### config.mk
export PLATFORM = sky130hd
export DESIGN_NAME = echo_display_scan
export DESIGN_NICKNAME = d
export VERILOG_FILES = /design/src/rtl/echo_display_scan.sv
export SDC_FILE = /design/constraint.sdc
export NUM_CORES = 1
export LEC_CHECK = 0
export ABC_AREA = 0
export CORE_MARGIN = 3
export CORE_UTILIZATION = 31
export DETAILED_ROUTE_END_ITERATION = 10
export PLACE_DENSITY = 0.56
export SLEW_MARGIN = 20
export SYNTH_ARGS = -nofsm -noshare
export SYNTH_HDL_FRONTEND = slang
export SYNTH_SLANG_ARGS = --single-unit
### constraint.sdc
create_clock -name clk -period 2.7 [get_ports clk]
set_clock_uncertainty 0.2 [all_clocks]
set_input_delay 0.54 -clock clk [delete_from_list [all_inputs] [get_ports clk]]
set_output_delay 0.54 -clock clk [all_outputs]
set_load 0.02 [all_outputs]
### src/rtl/echo_display_scan.sv
// echo_display_scan
//   Time-multiplexed N-digit 7-segment driver. The host writes 5-bit echo
//   codes into a shadow buffer; a commit request copies the whole shadow
//   buffer into the active buffer at the next frame end, so the display
//   never shows a half-updated set of digits. Digits are scanned one at a
//   time with a prescaled counter, and each digit can blink at a rate set
//   in whole scan frames.
//
// Ports
//   clk     : single clock, rising edge
//   rst_n   : asynchronous active-low reset
//   we      : shadow buffer write strobe
//   waddr   : shadow digit index (writes to indices >= N_DIG are ignored)
//   wdata   : echo code for that digit
//   commit  : one-cycle request to copy shadow -> active at next frame end
//   blink   : per-digit blink enable (bit i = digit i)
//   busy    : a commit is pending
//   an      : digit enables, one-hot active, polarity set by AN_LOW
//   seg     : segments {a,b,c,d,e,f,g}, active-high
module echo_display_scan #(
  parameter int N_DIG        = 4,
  parameter int PRESC        = 1000,
  parameter int BLINK_FRAMES = 64,
  parameter int AN_LOW       = 1,
  localparam int ADDR_W      = (N_DIG > 1) ? $clog2(N_DIG) : 1
) (
  input  logic              clk,
  input  logic              rst_n,
  input  logic              we,
  input  logic [ADDR_W-1:0] waddr,
  input  logic [4:0]        wdata,
  input  logic              commit,
  input  logic [N_DIG-1:0]  blink,
  output logic              busy,
  output logic [N_DIG-1:0]  an,
  output logic [6:0]        seg
);

  localparam int PRESC_W = $clog2(PRESC);
  localparam int FRAME_W = (BLINK_FRAMES > 1) ? $clog2(BLINK_FRAMES) : 1;
  localparam logic [PRESC_W-1:0] PRESC_LAST = PRESC_W'(PRESC - 1);
  localparam logic [ADDR_W-1:0]  DIG_LAST   = ADDR_W'(N_DIG - 1);
  localparam logic [FRAME_W-1:0] FRAME_LAST = FRAME_W'(BLINK_FRAMES - 1);
  // XOR mask that turns the internal active-high one-hot into the pin polarity;
  // it is also the "all digits off" value.
  localparam logic [N_DIG-1:0]   AN_OFF     = (AN_LOW != 0) ? {N_DIG{1'b1}} : {N_DIG{1'b0}};
  localparam logic [4:0]         CODE_BLANK = 5'h10;

  typedef enum logic {IDLE, PEND} state_t;

  state_t             state, state_next;
  logic [PRESC_W-1:0] presc_cnt;
  logic [ADDR_W-1:0]  dig;
  logic [FRAME_W-1:0] frame_cnt;
  logic               blink_off;
  logic               tick;
  logic               frame_end;
  logic               copy;
  logic               addr_ok;
  logic [4:0]         shadow [N_DIG];
  logic [4:0]         active [N_DIG];
  logic [4:0]         cur_code;
  logic [N_DIG-1:0]   dig_onehot;
  logic               blank;

  function automatic logic [6:0] decode(input logic [4:0] code);
    case (code)
      5'h00:   decode = 7'h7E;
      5'h01:   decode = 7'h30;
      5'h02:   decode = 7'h6D;
      5'h03:   decode = 7'h79;
      5'h04:   decode = 7'h33;
      5'h05:   decode = 7'h5B;
      5'h06:   decode = 7'h5F;
      5'h07:   decode = 7'h70;
      5'h08:   decode = 7'h7F;
      5'h09:   decode = 7'h7B;
      5'h0A:   decode = 7'h77;
      5'h0B:   decode = 7'h1F;
      5'h0C:   decode = 7'h4E;
      5'h0D:   decode = 7'h3D;
      5'h0E:   decode = 7'h4F;
      5'h0F:   decode = 7'h47;
      5'h11:   decode = 7'h01;
      default: decode = 7'h00;
    endcase
  endfunction

  assign tick      = (presc_cnt == PRESC_LAST);
  assign frame_end = tick && (dig == DIG_LAST);

  // When N_DIG is a power of two every address is a real digit, so the range
  // check collapses to a constant instead of a comparison that is always true.
  if (N_DIG == (1 << ADDR_W)) begin : g_addr_full
    assign addr_ok = 1'b1;
  end else begin : g_addr_part
    localparam logic [ADDR_W:0] N_DIG_W = (ADDR_W + 1)'(N_DIG);
    assign addr_ok = ({1'b0, waddr} < N_DIG_W);
  end

  // Prescaler: one digit slot lasts PRESC clocks.
  always_ff @(posedge clk or negedge rst_n) begin
    if (!rst_n)    presc_cnt <= '0;
    else if (tick) presc_cnt <= '0;
    else           presc_cnt <= presc_cnt + 1'b1;
  end

  // Digit scan index, advanced once per slot.
  always_ff @(posedge clk or negedge rst_n) begin
    if (!rst_n)    dig <= '0;
    else if (tick) dig <= (dig == DIG_LAST) ? '0 : dig + 1'b1;
  end

  // Blink timing: the phase flips every BLINK_FRAMES complete scan frames.
  always_ff @(posedge clk or negedge rst_n) begin
    if (!rst_n) begin
      frame_cnt <= '0;
      blink_off <= 1'b0;
    end else if (frame_end) begin
      if (frame_cnt == FRAME_LAST) begin
        frame_cnt <= '0;
        blink_off <= ~blink_off;
      end else begin
        frame_cnt <= frame_cnt + 1'b1;
      end
    end
  end

  // Commit FSM: state register.
  always_ff @(posedge clk or negedge rst_n) begin
    if (!rst_n) state <= IDLE;
    else        state <= state_next;
  end

  // Commit FSM: next state. A request arriving on a frame end while idle only
  // arms the copy; it is performed at the following frame end.
  always_comb begin
    state_next = state;
    case (state)
      IDLE:    if (commit)    state_next = PEND;
      PEND:    if (frame_end) state_next = IDLE;
      default:                state_next = IDLE;
    endcase
  end

  // Commit FSM: outputs.
  always_comb begin
    busy = (state == PEND);
    copy = (state == PEND) && frame_end;
  end

  // Shadow buffer, written only by the host.
  always_ff @(posedge clk or negedge rst_n) begin
    if (!rst_n) begin
      for (int i = 0; i < N_DIG; i++) shadow[i] <= CODE_BLANK;
    end else if (we && addr_ok) begin
      shadow[waddr] <= wdata;
    end
  end

  // Active buffer: whole-buffer copy samples the shadow before any write
  // landing on the same edge.
  always_ff @(posedge clk or negedge rst_n) begin
    if (!rst_n) begin
      for (int i = 0; i < N_DIG; i++) active[i] <= CODE_BLANK;
    end else if (copy) begin
      for (int i = 0; i < N_DIG; i++) active[i] <= shadow[i];
    end
  end

  always_comb begin
    cur_code        = active[dig];
    dig_onehot      = '0;
    dig_onehot[dig] = 1'b1;
    blank           = blink_off && blink[dig];
  end

  // Registered pin drivers so the digit enable and its segments switch on the
  // same edge, with no intermediate states visible on the display.
  always_ff @(posedge clk or negedge rst_n) begin
    if (!rst_n) begin
      an  <= AN_OFF;
      seg <= 7'h00;
    end else begin
      an  <= dig_onehot ^ AN_OFF;
      seg <= blank ? 7'h00 : decode(cur_code);
    end
  end

endmodule

==> metrics.csv, run 1 <==
metric,value,unit
status,"finished, final reports clean",
drc,0,
cts_resized,0,
post-place-ws,0.2158,ns
finalHoldViolCount,0,
initial_core_util,0.3266,
area_growth,18.88,%
ios,27,
synth_top_area_share,0.4500,
cp-start-kind,register,
vias_per_cell,4.615,
first_pass_iters,4,
slowest_delay,0.74,ns
antenna_found_initial,0,
path_clk_slew,0.08,ns
die_h,108.9,microns
final_common_cell,dfrtp_1,
tightestPinTransition,0.3956,ns
required,2.71,ns
cp-end-kind,register,
slowest_stage,mux4_1,
dpl.hpwl,3984,microns
fin_area,3900,sq um
slew_headroom,0.7355,
slew_violations,0,
cap_viol_max_count,0,
io_buffers,26,
placed_area,3704,sq um
root_buffer,clkbuf_8,
yosys_warnings,0,
fin_crit,2.316,ns
grt_max_degree,72,
place_congestion,0.7490,
fmax,431.8,MHz
htree_levels,3,
setup_viol,0,
first_iter_violations,94,
cp_max_fo,8,
die_x,108.9,microns
drt-total-wl,5812,microns
ys_top_cells_by_area,"dfrtp_1 (45%), dfstp_2 (9.6%), mux2_1 (7.6%)",
postCtsSetupBuffers,0,
p_leak,1.698,nW
final_cell_mix,"dfrtp_1 (59), clkdlybuf4s50_1 (25), mux2_2 (22), mux2_1 (22), nor2_1 (17)",
antenna_left,0,
rsz0062_at_grt,false,
vias,1943,
final.setup.worst_slack,0.3841,ns
coreArea,10040,sq um
cts_sinks,71,
die_area,11850,sq um
cts_tree,yes,
path_common_cell,nor2_1,
drive_gt1_frac,0.2118,
placementRows,36,
synth_area_per_cell,13.18,sq um
wire_per_inst,13.81,microns
holdWs,0.02439,ns
path_buf_inv,1,
yosys_register_bits,71,
worstPathCellList,mux4_1 -> inv_1 -> ha_1 -> nor2_1 -> a211oi_1 -> a31oi_1 -> nor2_1,
fin_tns_setup,0,ns
grt_pass1_vias,1965,
pwr_density_cell,544.3,nW/um^2
ctsHoldBuffers,0,
syn_nets,277,
clkLatencyLatePin,0.33,ns
grt_overflow_total,0,
synth.yosys.seq_area_share,0.5461,
worstHoldPathType,input pin to asynchronous set/reset pin,
syn-cell-area,3281,sq um
r2r_setup_slack,0.38,ns
syn_inst,249,
worstPathArrival,2.33,ns
grt_pass1_wl,10050,microns
crit_family,multiplexers,
synth_top_cell_by_area,dfrtp_1,
cts_buffers,9,
grtUsageTotal,0.1093,
critical_path_class,register to register,
n_fill_cell,952,
ir_worst_vdd,0.2190,mV
nets,312,
synth.distinct_cells,42,
insertedDiodeCount,0,
clockBufferDepth,2,
post-route-period-util,0.8577,
==> sequential cells by signal (all words and copies together), names as in the netlist <==
name and count:
dig 2, blink_off 1, active 20, seg 7
presc_cnt 10, busy 1, frame_cnt 6, an 4
shadow 20
==> power breakdown <==
| part | internal, mW | switching (mW) | total, mW |
|---|---|---|---|
| Clock | 0.468 | 0.385 | 0.853 |
| Combinational | 0.0675 | 0.0458 | 0.113 |
| Sequential | 1.13 | 0.0278 | 1.16 |
==> cell type report <==
type | count | area, sq um | area share
clock buffer | 11 | 151.4 | 0.03882
inverter | 11 | 41.29 | 0.01059
sequential | 71 | 1792 | 0.4594
tap | 133 | 166.4 | 0.04267
clock inverter | 4 | 45.04 | 0.01155
timing repair buffer | 31 | 305.3 | 0.07828
multi-input combinational | 160 | 1399 | 0.3587
==> routing by layer <==
metal,track usage,part of all wire
met1,0.1587,0.52
met2,0.1579,0.43
met3,0.02191,0.036
met4,0.04599,0.017
met5,0,0
==> metrics by stage <==
step / power, mW / utilization / instances
after floorplan: 1.225 / - / 249
after global placement: 1.290 / 0.3687 / 406
after detailed placement: 1.293 / 0.3687 / 406
after CTS: 2.147 / 0.3883 / 421
after global routing: 2.219 / 0.3883 / 421
final: 2.123 / 0.3883 / 421
==> cell usage after synthesis <==
| master | instances |
|---|---|
| a221oi_2 | 1 |
| and4_1 | 1 |
| a311oi_1 | 1 |
| a211oi_1 | 1 |
| nor3_1 | 2 |
| nand3b_1 | 3 |
| a21oi_2 | 1 |
| a31o_1 | 1 |
| nand2_1 | 14 |
| a21oi_1 | 3 |
| o32a_1 | 1 |
| nor4_4 | 1 |
| inv_1 | 11 |
| dfrtp_1 | 59 |
| and3_1 | 4 |
| mux4_2 | 3 |
| buf_6 | 2 |
| mux2_2 | 22 |
| nand4b_1 | 1 |
| buf_4 | 2 |
| xor2_1 | 6 |
| mux2i_1 | 6 |
| o21ai_1 | 2 |
| o21ai_0 | 5 |
| dfstp_2 | 12 |
| o22ai_1 | 1 |
| o32ai_1 | 1 |
| nand3_1 | 9 |
| o31ai_1 | 2 |
| clkbuf_1 | 3 |
| nor3b_1 | 1 |
| mux2_1 | 22 |
| or2_1 | 1 |
| mux4_1 | 2 |
| and2_1 | 1 |
| o41ai_1 | 2 |
| a31oi_1 | 1 |
| ha_1 | 13 |
| xnor2_1 | 6 |
| a221oi_1 | 1 |
| nor2b_1 | 1 |
| nor2_1 | 17 |
==> kinds of logic after synthesis <==
group / count (synthesis) / synth area share
AO/OA/AOI/OAI: 24 / 0.05225
XOR/XNOR: 12 / 0.03204
adder cells (fa/ha/maj): 13 / 0.04958
buffers and inverters: 18 / 0.02746
flip-flops: 71 / 0.5461
multiplexers: 55 / 0.2060
AND/OR/NAND/NOR: 56 / 0.08658
==> final timing paths <==
path,from,end,cells after the start
worst max-delay path,dig[0],seg[3],7
worst min-delay path,rst_n,presc_cnt[4],2
worst max register to register,dig[0],seg[3],7
max in group asynchronous,rst_n,shadow[19],2
worst min register to register,blink_off,blink_off,1
min in group clk,blink_off,blink_off,1
Note: power is estimated with default switching activity, not from simulation.
==> run 2, diff against run 1 <==
CTS_CLUSTER_SIZE = 30   (was unset)
MAX_ROUTING_LAYER = met4   (was unset)
==> metrics.csv, run 2 (same netlist as run 1, synthesis figures left out) <==
metric,value,unit
status,"finished, final reports clean",
critical_path_class,register to register,
insertedDiodeCount,0,
slowest_stage,mux4_1,
first_pass_iters,4,
grt_pass1_vias,1965,
grt_max_degree,72,
die_area,11850,sq um
drive_gt1_frac,0.2118,
ir_worst_vdd,0.2202,mV
clkPwrFrac,0.402,
io_buffers,26,
reg_top3,"active: 20 flops, shadow: 20 flops, presc_cnt: 10 flops",
swShare,0.2162,
post-route-period-util,0.8563,
cap_viol_max_count,0,
required,2.72,ns
slew_headroom,0.7360,
fin_crit,2.312,ns
setup_viol,0,
drc,0,
die_h,108.9,microns
ctsHoldBuffers,0,
slew_violations,0,
slowest_delay,0.74,ns
dpl.hpwl,3984,microns
cp-start-kind,register,
fmax,432.5,MHz
coreArea,10040,sq um
final_common_cell,dfrtp_1,
fin_tns_setup,0,ns
worstPathArrival,2.33,ns
tightestPinTransition,0.3949,ns
initial_core_util,0.3266,
root_buffer,clkbuf_8,
dp_cells,406,
antenna_left,0,
rsz0062_at_grt,false,
cts_resized,0,
postCtsSetupBuffers,0,
placementRows,36,
worstHoldPathType,input pin to asynchronous set/reset pin,
comb_power_share,0.053,
area_growth,18.88,%
cts_sinks,71,
grt_overflow_total,0,
cp-end-kind,register,
wire_per_inst,13.80,microns
seq_power_share,0.545,
cts_tree,yes,
clockBufferDepth,2,
final_cells,421,
p_int,1.664,mW
place_congestion,0.7585,
path_clk_slew,0.08,ns
use_met1,0.1587,
grtUsageTotal,0.1124,
post-place-ws,0.2158,ns
grt_pass1_wl,10050,microns
clkLatencyLatePin,0.33,ns
p_sw,459.1,uW
vias_per_cell,4.610,
htree_levels,3,
power,2.123,mW
worstPathCellList,mux4_1 -> inv_1 -> ha_1 -> nor2_1 -> a211oi_1 -> a31oi_1 -> nor2_1,
nets,312,
cp_max_fo,8,
top_usage_layer,met1,
vias,1941,
cts_buffers,9,
antenna_found_initial,0,
finalHoldViolCount,0,
final_cell_mix,"dfrtp_1 (59), clkdlybuf4s50_1 (25), mux2_2 (22), mux2_1 (22), nor2_1 (17)",
first_iter_violations,89,
gr-usage-met3,0.02724,
final.setup.worst_slack,0.3880,ns
path_buf_inv,1,
drt-total-wl,5809,microns
path_common_cell,nor2_1,
ios,27,
grt_use_met2,0.1579,
pwr_density_cell,544.4,nW/um^2
fin_util,0.3883,
p_leak,1.698,nW
crit_family,multiplexers,
die_x,108.9,microns
## run 2: area by class of cell
cell class,instances,area (sq um)
fill,952,6145
sequential,71,1792
multi-input combinational,160,1399
timing repair buffer,31,305.3
tap,133,166.4
clock buffer,11,151.4
clock inverter,4,45.04
inverter,11,41.29
## run 2: routing by layer
metal	vias to the layer above	part of all wire
met1	946	0.52
met5	-	0
li1	951	-
met3	4	0.037
met2	40	0.43
met4	0	0.012
## run 2: metrics by stage
stage                     hold slack, ns  cell area, sq um
final                            0.02409              3900
after global routing             0.05040              3900
after CTS                        0.03351              3900
after detailed placement          0.2495              3704
after global placement            0.2554              3704
after floorplan                  0.04441              3281
## run 2: path summary, 6_finish.rpt
path / slack (ns) / from / cells after the start / to
max in group asynchronous: 1.94 / rst_n / 2 / active[19]
min reg2reg: 0.26 / blink_off / 1 / blink_off
min in group clk: 0.26 / blink_off / 1 / blink_off
max reg2reg: 0.39 / dig[0] / 7 / seg[3]
min: 0.02 / rst_n / 2 / presc_cnt[4]
max: 0.39 / dig[0] / 7 / seg[3]
## run 2: power by group through the flow
stage / Sequential [mW] / Combinational (mW) / Clock [mW]
5_1_grt: 1.16 / 0.127 / 0.929
6_report: 1.16 / 0.113 / 0.853
3_3_place_gp: 1.18 / 0.114 / 0
2_1_floorplan: 1.17 / 0.0593 / 0
4_1_cts: 1.16 / 0.117 / 0.874
3_5_place_dp: 1.18 / 0.116 / 0
